<file path="src/rtl/s2mm_bank_loader.sv">
// AXI4-Stream slave that unpacks packed D_W-bit elements into one write per cycle
// for the A and B operand banks, with blocked or interleaved bank mapping.
module s2mm_bank_loader #(
  parameter int M         = 8,
  parameter int N_A       = 4,
  parameter int N_B       = 4,
  parameter int D_W       = 8,
  parameter int AXIS_W    = 32,
  parameter int BANK_MODE = 0,
  localparam int AA_W     = ((M * M) / N_A > 1) ? $clog2((M * M) / N_A) : 1,
  localparam int BA_W     = ((M * M) / N_B > 1) ? $clog2((M * M) / N_B) : 1
) (
  input  logic              clk,
  input  logic              rst,
  input  logic [AXIS_W-1:0] s_axis_tdata,
  input  logic              s_axis_tvalid,
  input  logic              s_axis_tlast,
  output logic              s_axis_tready,
  output logic [N_A-1:0]    a_wr_en,
  output logic [AA_W-1:0]   a_wr_addr,
  output logic [D_W-1:0]    a_wr_data,
  output logic [N_B-1:0]    b_wr_en,
  output logic [BA_W-1:0]   b_wr_addr,
  output logic [D_W-1:0]    b_wr_data,
  input  logic              restart,
  output logic              load_done,
  output logic              err_tlast
);
  localparam int MM      = M * M;
  localparam int TOTAL   = 2 * MM;
  localparam int P       = AXIS_W / D_W;
  localparam int DEPTH_A = MM / N_A;
  localparam int DEPTH_B = MM / N_B;
  localparam int E_W     = $clog2(TOTAL);
  localparam int REM_W   = $clog2(P + 1);

  typedef enum logic [1:0] {LOAD, DONE, ERROR} state_t;

  state_t              state, state_nxt;
  logic [E_W-1:0]      e_p0;
  logic [AXIS_W-1:0]   buf_p0;
  logic [REM_W-1:0]    rem_p0;
  logic                last_p0;
  logic                fin_p1;

  logic                accept, push, emit;
  logic                lane_last, beat_last, is_final, frame_err;
  logic [D_W-1:0]      lane_data;
  logic [AXIS_W-1:0]   buf_nxt;
  logic                a_sel;
  logic [N_A-1:0]      a_en_c;
  logic [N_B-1:0]      b_en_c;
  logic [AA_W-1:0]     a_addr_c;
  logic [BA_W-1:0]     b_addr_c;
  int                  j;

  function automatic int map_bank(input int idx, input int n, input int depth);
    return (BANK_MODE != 0) ? (idx % n) : (idx / depth);
  endfunction

  function automatic int map_addr(input int idx, input int n, input int depth);
    return (BANK_MODE != 0) ? (idx / n) : (idx % depth);
  endfunction

  always_ff @(posedge clk) begin
    if (rst) state <= LOAD;
    else     state <= state_nxt;
  end

  // A new beat is taken only once every lane of the previous one has been pushed
  always_comb begin
    state_nxt     = state;
    s_axis_tready = 1'b0;
    if (!rst && !restart && rem_p0 == '0) begin
      if (state == ERROR)                s_axis_tready = 1'b1;
      else if (state == LOAD && !fin_p1) s_axis_tready = 1'b1;
    end
    accept    = s_axis_tvalid && s_axis_tready;
    push      = (state == LOAD) && (rem_p0 != '0) && !restart && !rst;
    emit      = push || (accept && state == LOAD);
    lane_data = push ? buf_p0[D_W-1:0] : s_axis_tdata[D_W-1:0];
    buf_nxt   = push ? (buf_p0 >> D_W) : (s_axis_tdata >> D_W);
    lane_last = push ? (rem_p0 == REM_W'(1)) : (P == 1);
    beat_last = push ? last_p0 : s_axis_tlast;
    is_final  = (e_p0 == E_W'(TOTAL - 1));
    frame_err = emit && lane_last && beat_last && !is_final;
    if (restart) begin
      state_nxt = LOAD;
    end else begin
      case (state)
        LOAD: begin
          if (fin_p1)         state_nxt = DONE;
          else if (frame_err) state_nxt = ERROR;
        end
        default: ;
      endcase
    end
  end

  always_comb begin
    a_sel    = (e_p0 < E_W'(MM));
    j        = a_sel ? int'(e_p0) : int'(e_p0) - MM;
    a_en_c   = N_A'(1) << map_bank(j, N_A, DEPTH_A);
    b_en_c   = N_B'(1) << map_bank(j, N_B, DEPTH_B);
    a_addr_c = AA_W'(map_addr(j, N_A, DEPTH_A));
    b_addr_c = BA_W'(map_addr(j, N_B, DEPTH_B));
  end

  // Stage p0: unpack buffer, lane count and global element index
  always_ff @(posedge clk) begin
    if (rst || restart) begin
      e_p0    <= '0;
      rem_p0  <= '0;
      last_p0 <= 1'b0;
      fin_p1  <= 1'b0;
    end else begin
      fin_p1 <= emit && is_final;
      if (emit) e_p0 <= is_final ? '0 : e_p0 + E_W'(1);
      if (accept && state == LOAD) begin
        rem_p0  <= REM_W'(P - 1);
        last_p0 <= s_axis_tlast;
      end else if (push) begin
        rem_p0 <= rem_p0 - REM_W'(1);
      end
    end
  end

  always_ff @(posedge clk) begin
    if (emit) buf_p0 <= buf_nxt;
  end

  // Stage p1: registered bank strobes, address, data and status
  always_ff @(posedge clk) begin
    if (rst) begin
      a_wr_en   <= '0;
      a_wr_addr <= '0;
      a_wr_data <= '0;
      b_wr_en   <= '0;
      b_wr_addr <= '0;
      b_wr_data <= '0;
      load_done <= 1'b0;
      err_tlast <= 1'b0;
    end else if (restart) begin
      a_wr_en   <= '0;
      b_wr_en   <= '0;
      load_done <= 1'b0;
      err_tlast <= 1'b0;
    end else begin
      a_wr_en <= '0;
      b_wr_en <= '0;
      if (emit) begin
        if (a_sel) begin
          a_wr_en   <= a_en_c;
          a_wr_addr <= a_addr_c;
          a_wr_data <= lane_data;
        end else begin
          b_wr_en   <= b_en_c;
          b_wr_addr <= b_addr_c;
          b_wr_data <= lane_data;
        end
      end
      if (state == LOAD && fin_p1) begin
        load_done <= 1'b1;
        if (!last_p0) err_tlast <= 1'b1;
      end
      if (frame_err) err_tlast <= 1'b1;
    end
  end

endmodule

</file>
<file path="config.mk">
export PLATFORM = sky130hd
export DESIGN_NAME = s2mm_bank_loader
export DESIGN_NICKNAME = d
export VERILOG_FILES = /design/src/rtl/s2mm_bank_loader.sv
export SDC_FILE = /design/constraint.sdc
export NUM_CORES = 1
export LEC_CHECK = 0
export BUFFER_PORTS_ARGS = -buffer_cell sky130_fd_sc_hd__buf_2
export CAP_MARGIN = 30
export CORE_ASPECT_RATIO = 1.25
export CORE_MARGIN = 8
export CORE_UTILIZATION = 50
export CTS_CLUSTER_DIAMETER = 200
export CTS_CLUSTER_SIZE = 24
export DETAILED_ROUTE_END_ITERATION = 10
export HOLD_SLACK_MARGIN = 0.08
export PLACE_DENSITY = 0.76
export SYNTH_ARGS = -nofsm -noshare
export SYNTH_HDL_FRONTEND = slang
export SYNTH_SLANG_ARGS = --single-unit
export TNS_END_PERCENT = 1
</file>
<file path="constraint.sdc">
create_clock -name clk -period 3.3 [get_ports clk]
set_input_delay 0.33 -clock clk [delete_from_list [all_inputs] [get_ports clk]]
set_output_delay 0.33 -clock clk [all_outputs]
set_load 0.005 [all_outputs]
</file>
==> reports/results.ini <==
[global_routing]
grt_start_max_net_pins = 35
number_of_antenna_violations_at_the_first_check_in_global_routing = 0
grt.overflow.total = 0
grt_pass1_vias = 2076
grt_first_pass_wirelength_um = 9660
grtUsageTotal_pct = 14.65

[outcome]
run_status = finished clean

[cells_and_area]
layout_commonest_cell = sky130_fd_sc_hd__buf_2
final_layout_size_suffix_gt1_share_pct = 36.56
design.final.nets = 367
final_util_pct = 61.46
number_of_standard_cells_in_the_final_layout_excluding_fillers = 397
antennaDiodeCount = 0
final_cell_mix = sky130_fd_sc_hd__buf_2, sky130_fd_sc_hd__dfxtp_1, sky130_fd_sc_hd__nor2_1
area.growth.synth_to_final_pct = 19.49

[die]
die_area_mm2 = 0.008636
die_width_um = 84.74
initial_utilization_pct = 51.44
top_level_ports = 72
rows = 31
dieHeight_um = 101.9
coreArea_mm2 = 0.005741

[placement]
gp_routability_congestion = 0.8334
hpwl_um = 4336
place_inst = 381
preCtsSetupSlack_ns = 1.028
placement.io_buffers = 71

[critical_path]
critical_path_class = reg2out
worstSetupEndpointType = primary output
timing.critical_path.from = rem_p0[0]
startpoint_type = flip-flop
timing.reg2reg.worst_path_depth = 3
crit_path_max_fanout = 6
endpoint = s_axis_tready
r2r-start = state[1]
timing.rr.end = buf_p0[9]
cp_data_required_time_ns = 2.97
cp.arrival_ns = 1.92
worst-r2r-setup-slack_ns = 1.27

[sta]
final_worst_slack_ns = 1.047
tns_ns = 0
max-slew-margin-rel_pct = 48.84
hold_violations = 0
final.setup_skew_ns = 0.004805
grt_setup_unrepaired = no
layout_min_cycle_time_ns = 2.253
max_slew.worst_pin.slew_ns = 0.7648
clock.fmax_ghz = 0.4439
setup_viol_count_final = 0
timing.final.crit_share_pct = 68.26
slew_viol_final = 0

[logic_synthesis]
synthesis.nets = 296
post_synth.cell_area_avg_um2 = 11.58
synth_edf_count = 24
post_synth_inst_count = 255
ys_warn_count = 0
syn_area_mm2 = 0.002953
ffs_latches_synth = 72
async_reset_ff_share_pct = 0
synth_ff_type = sky130_fd_sc_hd__dfxtp_1
yosysUniqueCellTypes = 40
synth_sequential_area_ratio_pct = 56.95

[drt]
routed_via_density = 5.310
ant_nets = 0
routed-via-count = 2108
drc = 0
wl_um = 6062
detail_route.iter0.violations = 111
detailedRoute.firstPassIterationCount = 4
wl_per_cell_um = 15.27

[hold_path]
worstHoldPathType = in2reg

[cts]
post_cts_resize_count = 0
clock_tree.htree_level_count = 3
postCtsSetupRepairBufs = 0
number_of_buffers_inserted_by_hold_repair_at_cts = 0
tritoncts = built
clockBufferDepth = 2
tritoncts.num_buffers = 9
worst_setup_hold_path_clk_slew_ns = 0.06
insertion_delay_ns = 0.34
numClockSinks = 72
clock-root-buffer = sky130_fd_sc_hd__clkbuf_8

[pwr]
power_density_mw_per_mm2 = 489.7
total_leakage_power_nw = 1.429
worst_ir_drop_vdd_uv = 230.6

[job]
max_cap_violations = 0

[worst min-delay path by stage]
stage / start / endpoint / slack, ns / cells after the start
floorplan: load_done / load_done / 0.46 / 2
global placement: load_done / load_done / 0.45 / 2
detailed placement: load_done / load_done / 0.47 / 2
CTS: s_axis_tlast / last_p0 / 0.21 / 3
global route: s_axis_tdata[26] / buf_p0[18] / 0.26 / 2
finish: s_axis_tlast / last_p0 / 0.22 / 3
[synth_stat cells (2+ instances only)]
cell type | number | share of area, %
sky130_fd_sc_hd__nand4_1 | 2 | 0.42
sky130_fd_sc_hd__ha_1 | 4 | 1.7
sky130_fd_sc_hd__nor2_2 | 2 | 0.42
sky130_fd_sc_hd__nand3_1 | 6 | 1.0
sky130_fd_sc_hd__clkbuf_1 | 7 | 0.89
sky130_fd_sc_hd__nand2b_1 | 4 | 0.85
sky130_fd_sc_hd__xnor2_1 | 2 | 0.59
sky130_fd_sc_hd__dfxtp_1 | 48 | 33
sky130_fd_sc_hd__nor3_1 | 3 | 0.51
sky130_fd_sc_hd__buf_2 | 2 | 0.34
sky130_fd_sc_hd__and2_1 | 8 | 1.7
sky130_fd_sc_hd__mux2_2 | 16 | 6.1
sky130_fd_sc_hd__nand2_1 | 9 | 1.1
sky130_fd_sc_hd__inv_1 | 6 | 0.76
sky130_fd_sc_hd__a211oi_2 | 11 | 4.7
sky130_fd_sc_hd__a211oi_1 | 7 | 1.8
sky130_fd_sc_hd__o21ai_0 | 2 | 0.34
sky130_fd_sc_hd__or3_1 | 3 | 0.64
sky130_fd_sc_hd__nor2b_1 | 2 | 0.42
sky130_fd_sc_hd__edfxtp_1 | 24 | 24
sky130_fd_sc_hd__nor2_1 | 38 | 4.8
sky130_fd_sc_hd__buf_6 | 3 | 1.1
sky130_fd_sc_hd__a21oi_1 | 13 | 2.2
sky130_fd_sc_hd__mux2i_1 | 17 | 5.8
[power breakdown]
| group | switching [W] | leakage (nW) | internal (W) |
|---|---|---|---|
| combinational | 0.0000633 | 0.722 | 0.0000531 |
| clock | 0.000302 | 0.0978 | 0.000365 |
| sequential | 0.00000687 | 0.609 | 0.000937 |
| total | 0.000372 | 1.43 | 0.00136 |
[worst max-delay path, stage by stage (launching register included)]
cell and delay [ns]:
sky130_fd_sc_hd__dfxtp_1 0.32, sky130_fd_sc_hd__inv_1 0.11, sky130_fd_sc_hd__ha_1 0.22, sky130_fd_sc_hd__nor2b_1 0.55, sky130_fd_sc_hd__and3_1 0.27, sky130_fd_sc_hd__buf_2 0.12
[stage by stage]
| stage | total power (W) | area [µm²] | hold slack [ns] |
|---|---|---|---|
| 2_1_floorplan | 0.001038 | 2953 | 0.4604 |
| 3_3_place_gp | 0.001077 | 3339 | 0.4531 |
| 3_5_place_dp | 0.001082 | 3339 | 0.4714 |
| 4_1_cts | 0.001746 | 3528 | 0.2069 |
| 5_1_grt | 0.001791 | 3528 | 0.2561 |
| 6_report | 0.001728 | 3528 | 0.2183 |
[sequential cells by signal, summed over array words and instances (netlist names)]
register   cells
e_p0           7
buf_p0        24
fin_p1         1
rem_p0         3
state          2
a_wr_en        4
load_done      1
b_wr_en        4
b_wr_data      8
last_p0        1
b_wr_addr      4
a_wr_data      8
err_tlast      1
a_wr_addr      4
[routing by layer]
metal  wire length, µm  vias to the layer above  share of wire, %  track usage (%)
met4               191                        0               3.2            11.26
li1                  -                     1044                 -                -
met1              2481                      992                41            15.24
met5                 0                        -                 0                0
met3               354                       13               5.8            4.344
met2              3035                       59                50            24.65
[logic make-up (layout without fill, tap and decap cells)]
logic type | count (synthesis) | in the layout | synth area share [%]
AOI/OAI and AO/OA | 39 | 39 | 10.85
xor gates and xnor gates | 3 | 3 | 0.8900
adders and majority gates | 4 | 4 | 1.695
buffers and inverters | 20 | 96 | 3.517
DFF | 72 | 72 | 56.95
muxes | 33 | 33 | 11.86
and+or+nand+nor | 84 | 84 | 14.24
[layout make-up]
cell class                 count  area (µm²)
clock buffer                  12       145.1
multi-input combinational    163        1175
sequential                    72        1682
inverter                       6       22.52
clock inverter                 4       43.79
tap                           66       82.58
fill                         498        2212
timing repair buffer          74       377.9
Power figures use the tool's default switching activity.
